`config.mk`:
```
export PLATFORM = sky130hd
export DESIGN_NAME = direction_accumulator
export DESIGN_NICKNAME = d
export VERILOG_FILES = /design/src/rtl/direction_accumulator.sv
export SDC_FILE = /design/constraint.sdc
export NUM_CORES = 2
export LEC_CHECK = 0
export BUFFER_PORTS_ARGS = -buffer_cell sky130_fd_sc_hd__buf_2
export CORE_MARGIN = 2
export CORE_UTILIZATION = 60
export CTS_CLUSTER_SIZE = 40
export DETAILED_ROUTE_END_ITERATION = 6
export PLACE_DENSITY_LB_ADDON = 0.15
export SETUP_SLACK_MARGIN = 0.02
export SYNTH_ARGS = -nofsm -noshare
export SYNTH_HDL_FRONTEND = slang
export SYNTH_SLANG_ARGS = --single-unit
export TNS_END_PERCENT = 30
```
`constraint.sdc`:
```
create_clock -name clk_in -period 8.7 [get_ports clk_in]
set_clock_uncertainty 0.05 [all_clocks]
set_input_delay 0.87 -clock clk_in [delete_from_list [all_inputs] [get_ports clk_in]]
set_output_delay 0.87 -clock clk_in [all_outputs]
set_load 0.01 [all_outputs]
```
`src/rtl/direction_accumulator.sv`:
```
// direction_accumulator: pipelined per-bin phase-difference projection, accumulated into one saturated {x,y} vector per frame
module direction_accumulator #(
   parameter int NUM_MICS = 3,
   parameter int MIC_X [NUM_MICS] = '{0, -1, 1},
   parameter int MIC_Y [NUM_MICS] = '{1, -1, -1},
   parameter int ACC_WIDTH = 32,
   parameter int OUT_SHIFT = 2
) (
   input  logic                     clk_in,
   input  logic                     rst_in,
   input  logic [31:0]              central_mic_in,
   input  logic [32*NUM_MICS-1:0]   peripheral_mics_in,
   input  logic                     valid_in,
   input  logic                     last_in,
   input  logic                     weight_en_in,
   output logic [31:0]              vector_out,
   output logic                     vector_valid_out,
   output logic                     sat_out,
   output logic [15:0]              bin_count_out
);
   localparam logic signed [16:0] LIM = 17'sh06488;
   localparam logic signed [16:0] STEP = 17'sh0C910;
   localparam logic signed [ACC_WIDTH-1:0] HI = ACC_WIDTH'(32767);
   localparam logic signed [ACC_WIDTH-1:0] LO = ACC_WIDTH'(-32768);

   function automatic logic [16:0] sat16(input logic signed [ACC_WIDTH-1:0] v);
      return v > HI ? {1'b1, 16'h7FFF} : v < LO ? {1'b1, 16'h8000} : {1'b0, v[15:0]};
   endfunction

   logic frame_open, wmode;
   logic s1_valid, s1_last, s1_wt;
   logic [15:0] s1_mag;
   logic signed [16:0] raw [NUM_MICS];
   logic signed [16:0] d_nxt [NUM_MICS];
   logic signed [16:0] s1_d [NUM_MICS];
   logic signed [33:0] prod [NUM_MICS];
   logic signed [16:0] w_nxt [NUM_MICS];
   logic s2_valid, s2_last;
   logic signed [16:0] s2_w [NUM_MICS];
   logic s3_valid, s3_last;
   logic signed [ACC_WIDTH-1:0] sx_nxt, sy_nxt, s3_sx, s3_sy;
   logic signed [ACC_WIDTH-1:0] acc_x, acc_y, tot_x, tot_y;
   logic [16:0] qx, qy;
   logic [15:0] bin_cnt;
   logic unused_mags;

   always_comb begin
      unused_mags = 1'b0;
      for (int i = 0; i < NUM_MICS; i++) begin
         unused_mags = unused_mags ^ (^peripheral_mics_in[32*i +: 16]);
         raw[i] = 17'($signed(peripheral_mics_in[32*i+16 +: 16])) - 17'($signed(central_mic_in[31:16]));
         d_nxt[i] = raw[i] > LIM ? raw[i] - STEP : raw[i] < -LIM ? raw[i] + STEP : raw[i];
      end
   end

   always_comb begin
      for (int i = 0; i < NUM_MICS; i++) begin
         prod[i] = (34'(s1_d[i]) * 34'($signed({1'b0, s1_mag}))) >>> 13;
         w_nxt[i] = !s1_wt ? s1_d[i] :
                    prod[i] > 34'sd65535 ? 17'sh0FFFF :
                    prod[i] < -34'sd65536 ? 17'sh10000 : prod[i][16:0];
      end
   end

   // location entries are -1/0/1, so each term is a subtract, skip or add
   always_comb begin
      sx_nxt = '0;
      sy_nxt = '0;
      for (int i = 0; i < NUM_MICS; i++) begin
         sx_nxt = MIC_X[i] > 0 ? sx_nxt + ACC_WIDTH'(s2_w[i]) : MIC_X[i] < 0 ? sx_nxt - ACC_WIDTH'(s2_w[i]) : sx_nxt;
         sy_nxt = MIC_Y[i] > 0 ? sy_nxt + ACC_WIDTH'(s2_w[i]) : MIC_Y[i] < 0 ? sy_nxt - ACC_WIDTH'(s2_w[i]) : sy_nxt;
      end
   end

   always_comb begin
      tot_x = acc_x + s3_sx;
      tot_y = acc_y + s3_sy;
      qx = sat16(tot_x >>> OUT_SHIFT);
      qy = sat16(tot_y >>> OUT_SHIFT);
   end

   always_ff @(posedge clk_in) begin
      s1_d <= d_nxt;
      s1_mag <= central_mic_in[15:0];
      s1_last <= last_in;
      s1_wt <= frame_open ? wmode : weight_en_in;
      s2_w <= w_nxt;
      s2_last <= s1_last;
      s3_sx <= sx_nxt;
      s3_sy <= sy_nxt;
      s3_last <= s2_last;
   end

   always_ff @(posedge clk_in) begin
      if (rst_in) begin
         frame_open <= 1'b0;
         wmode <= 1'b0;
         s1_valid <= 1'b0;
         s2_valid <= 1'b0;
         s3_valid <= 1'b0;
         acc_x <= '0;
         acc_y <= '0;
         bin_cnt <= '0;
         vector_out <= '0;
         vector_valid_out <= 1'b0;
         sat_out <= 1'b0;
         bin_count_out <= '0;
      end else begin
         s1_valid <= valid_in;
         s2_valid <= s1_valid;
         s3_valid <= s2_valid;
         vector_valid_out <= s3_valid && s3_last;
         if (valid_in) begin
            frame_open <= !last_in;
            if (!frame_open) wmode <= weight_en_in;
         end
         if (s3_valid && s3_last) begin
            vector_out <= {qx[15:0], qy[15:0]};
            sat_out <= qx[16] | qy[16];
            bin_count_out <= &bin_cnt ? bin_cnt : bin_cnt + 16'd1;
            acc_x <= '0;
            acc_y <= '0;
            bin_cnt <= '0;
         end else if (s3_valid) begin
            acc_x <= tot_x;
            acc_y <= tot_y;
            bin_cnt <= &bin_cnt ? bin_cnt : bin_cnt + 16'd1;
         end
      end
   end
endmodule

```
# Word-level counts from Yosys, hierarchy flattened

Cells that the tools add are included.
W data, S select, Z words.

Output and inout port bits: 50
Flip-flop bits (word level): 295
Word-level logic and storage cells: 86
Bits of input ports: 133

Multiplexer cells: 21
$lt $le $gt $ge: 16
Bitwise gates (word level): 1
$mul: 3
Add/sub/neg operators: 16
Reductions and logical operators: 4

Operators with widths:

| kind                     | number |
|---|---|
| $mux W17                 | 19 |
| $mul A17 B17 Y34         | 3 |
| $add A32 B19 Y32         | 2 |
| $gt A21 B17 Y1 const B   | 3 |
| $lt A21 B17 Y1 const B   | 3 |
| $gt A30 B16 Y1 const B   | 2 |
| $lt A30 B16 Y1 const B   | 2 |
| $add A17 B17 Y17 const B | 3 |
| $gt A17 B16 Y1 const B   | 3 |
| $lt A17 B16 Y1 const B   | 3 |
| $sub A16 B16 Y17         | 3 |
| $sub A17 B17 Y17 const B | 3 |
| $add A18 B17 Y19         | 1 |
| $sub A18 B17 Y19         | 1 |
| $sub A1 B17 Y18 const A  | 1 |
| $sub A17 B17 Y18         | 1 |
| $add A16 B1 Y16 const B  | 1 |
| $mux W16                 | 1 |
| $reduce_and A16 Y1       | 1 |
| $reduce_or A2 Y1         | 1 |
| $logic_and A1 B1 Y1      | 1 |
| $logic_not A1 Y1         | 1 |
| $mux W1                  | 1 |
| $or A1 B1 Y1             | 1 |

# Logic depth before layout (Yosys ltp)

Depth after elaboration: 5
Depth in mapped cells: 27
Mapped depth without buffers: 25

# Least setup slack after synthesis

Ideal clock, no wire load.

Path kind: reg-to-reg
Start point: register s1_d[33] (netlist name)
End point: register s2_w[23] (netlist name)
Data required time: 8.592 ns
Slack: 1.376 ns
Setup time: 0.058 ns
Clock period less this slack: 7.324 ns
Path buffers: 3
Cell stages (with the launch flop): 26
Data arrival time: 7.216 ns
Path through: dfxtp_1 -> clkbuf_1 -> clkbuf_1 -> nand2_1 -> fa_1 -> fa_1 -> inv_1 -> fa_1 -> fa_1 -> fa_1 -> inv_1 -> fa_1 -> inv_1 -> ha_1 -> a21o_1 -> a21o_1 -> a21o_1 -> a21o_1 -> a21oi_1 -> nand2_1 -> a211oi_1 -> o21bai_1 -> xor2_1 -> o21ai_1 -> clkbuf_1 -> o22a_1

RTL lines:

| element                  | RTL line | source |
|---|---|---|
| start: declaration       | 35       | `logic signed [16:0] s1_d [NUM_MICS];` |
| start signal: assignment | 83       | `s1_d <= d_nxt;` |
| end signal: assignment   | 87       | `s2_w <= w_nxt;` |
| end: declaration         | 39       | `logic signed [16:0] s2_w [NUM_MICS];` |

==> summary.md <==
| Metric | Value |
|---|---|
| Number of port buffers | `between 100 and 150` |
| Critical path depth in cells | `25` |
| Final Hold Viols | `0` |
| Initial antenna violation count | `1` |
| Mapped Cells | `approximately 5,700` |
| Gp weighted congestion | `0.943` |
| Yosys top cell area share | `0.344` |
| Setup violators final | `0` |
| #FFs+latches synth | `295` |
| Global routing usage on met3 | `0.0537` |
| Critical path startpoint category | `register` |
| Routed Antenna Nets | `0` |
| TritonRoute pass-1 iters | `5` |
| Hold bufs inserted after CTS | `0` |
| Slowest CP cell | `o21ai_1` |
| Average routed wire per standard cell | `about 18 um` |
| I/O pin cnt | `183` |
| Setup total negative slack | `0 ps` |
| H-tree levels | `2` |
| Min cycle time layout | `a little over 8000 ps` |
| R2r setup slk | `570 ps` |
| Share of layout cells above drive strength 1 | `0.0598` |
| # nets final | `7,177` |
| GR Layer Usage met1 | `0.382` |
| Max Cap Viol | `0` |
| Dominant cell by count in the synthesized netlist | `inv_1` |
| Ranking of synthesized cells by area | `fa_1 34%, dfxtp_1 12%, ha_1 11%` |
| Syn avg cell area | `slightly below 9 um^2` |
| Total GRT Usage | `0.300` |
| Number of flops mapped to enable cells by yosys | `0` |
| Worst setup path startpoint | `s1_mag[8]` |
| Final HPWL DP | `~100,000 um` |
| CTS tree | `built` |
| CP Capture Type | `register` |
| Period utilization | `0.935` |
| Worst slew margin | `0.187` |
| Crit Path Class | `register to register` |
| Max stage delay on crit path | `~900 ps` |
| Row count | `105` |
| Setup crit end | `s2_w[21]` |
| DR vias | `roughly 38,000` |
| Cts bufs inserted | `37` |
| Number of remaining DRC errors | `0` |
| Most instantiated cells after synthesis | `1,194 x inv_1, 854 x fa_1, 661 x nand2_1` |
| Arrival time at the worst endpoint | `about 8600 ps` |
| Fin. max-slew vios | `0` |
| R2R Path End | `s2_w[21]` |
| Cell area after placement | `~52,000 um^2` |
| Outcome | `finished, final reports clean` |
| Mapped Area | `a little under 50,000 um^2` |
| Ys async rst share | `0` |
| First-pass GRT wire length | `204,000 um` |
| Starting Density | `0.605` |
| Vias in the first global route | `around 40,000` |
| Clock sinks | `295` |
| CTS clk-pin slew, worst paths | `roughly 60 ps` |
| Yosys warns | `0` |
| Reg2reg start | `s1_mag[8]` |
| Highest net fanout along the worst path | `19` |
| Biggest area consumer among synthesized cells | `fa_1` |
| Primary flip-flop cell chosen by synthesis mapping | `dfxtp_1` |
| GRT busiest layer | `met2` |
| Synth cell types | `90` |
| Gr ovfl total | `0` |
| Core area | `82,000 um^2` |
| Worst slew pin tran | `1210 ps` |
| Worst Path Required | `approximately 9000 ps` |
| Syn_nets | `about 7,100` |
| Crit-path leading delay family | `adder cells` |
| Root Buffer | `clkbuf_16` |
| Crit path top cell by count | `fa_1` |
| Grt met2 use | `0.517` |
| Worst R2R Path Depth | `25` |
| Layout area overhead | `6.39%` |
| Chip height | `292 um` |
| Detail-routed via count per cell | `approximately 5.5` |
| Largest net degree at the start of global routing | `78` |
| Bufs on Longest Clock Path | `3` |
| Clock insertion delay at the later pin of the skew report | `roughly 580 ps` |
| Fmax | `0.123 GHz` |
| Drt total wl | `between 100,000 and 150,000 um` |
| Die area | `85,000 um^2` |
| Sequential fraction of the synthesis area | `0.119` |
| Post-CTS Setup Bufs | `0` |
| Post-CTS sizing | `0` |
| Iter 0 DRT Violations | `between 1,500 and 2,000` |
| HP Class | `register to register` |
| RSZ-0062 raised after global routing | `false` |
| Die Span X | `a little under 300 um` |
| CP bufs+invs | `6` |
| Final instance area | `approximately 53,000 um^2` |
-- worst min-delay path by stage --
stage / from / to / slack (ps) / cells past startpoint
after CTS: s2_last / s3_last / 280 / 0
final: s2_last / s3_last / 280 / 0
after global placement: s1_last / s2_last / 260 / 0
after detailed placement: s2_last / s3_last / 270 / 0
after floorplan: s1_last / s2_last / 260 / 0
after global routing: s2_last / s3_last / 290 / 0
-- final cells by class --
| type | instances | area, um^2 |
|---|---|---|
| diodes | 2 | 5.00 |
| inverters | 1195 | 4490 |
| clock buffers | 50 | 1060 |
| clock inverters | 17 | 195 |
| well taps | 1070 | 1340 |
| flip-flops and latches | 295 | 5930 |
| multi-input cells | 4003 | 38400 |
| repair buffers | 230 | 1430 |
| fillers | 7027 | 29200 |
-- kinds of logic after synthesis --
family                   share of synthesized area
adder cells (fa/ha/maj)                      0.452
AND/OR/NAND/NOR                              0.160
AO/OA/AOI/OAI                                0.106
flip-flops                                   0.119
buffers and inverters                        0.108
multiplexers                                0.0124
XOR/XNOR                                    0.0425
-- worst register-to-register path: cells and delay by family (launching register included) --
family	cells	cell delay, ps
flip-flops	1	780
AO/OA/AOI/OAI	7	2060
XOR/XNOR	1	100
adder cells (fa/ha/maj)	7	2920
buffers and inverters	6	840
AND/OR/NAND/NOR	4	1340
-- state kept, by name, summed over array words and instances, names as in the netlist, 16 cells and up --
name,cells
s1_mag,16
s3_sy,19
s2_w,51
bin_cnt,16
bin_count_out,16
acc_x,32
vector_out,32
s3_sx,19
acc_y,32
s1_d,51
-- layout by cell type, fill, tap and decap left out, types with 63 or more instances in the layout --
master,n
a21oi_1,179
inv_1,1194
a211oi_1,63
xor2_1,94
nand2_1,661
a21o_1,87
buf_2,134
o21ai_0,103
xnor2_1,147
and2_1,341
ha_1,428
dfxtp_1,281
buf_4,93
nor2_1,303
nor3_1,65
fa_1,854
-- per-stage QoR --
step / cells / worst slack [ps] / utilization / hold WS, ps
after floorplan: 5720 / 1380 / - / 260
after global placement: 6793 / 746 / 0.629 / 262
after detailed placement: 6793 / 632 / 0.629 / 273
after CTS: 6860 / 591 / 0.644 / 285
after global routing: 6860 / 90.9 / 0.644 / 285
final: 6862 / 568 / 0.644 / 279
-- layer usage --
metal  routed length [um]  vias up
li1                     -    18000
met1                51300    18600
met2                59200     1172
met3                 9020      257
met4                 4380        0
met5                    0        -
Power is left out: the tool's default activity adds up to more than one toggle a clock period on the data nets, which glitch-free logic cannot reach.
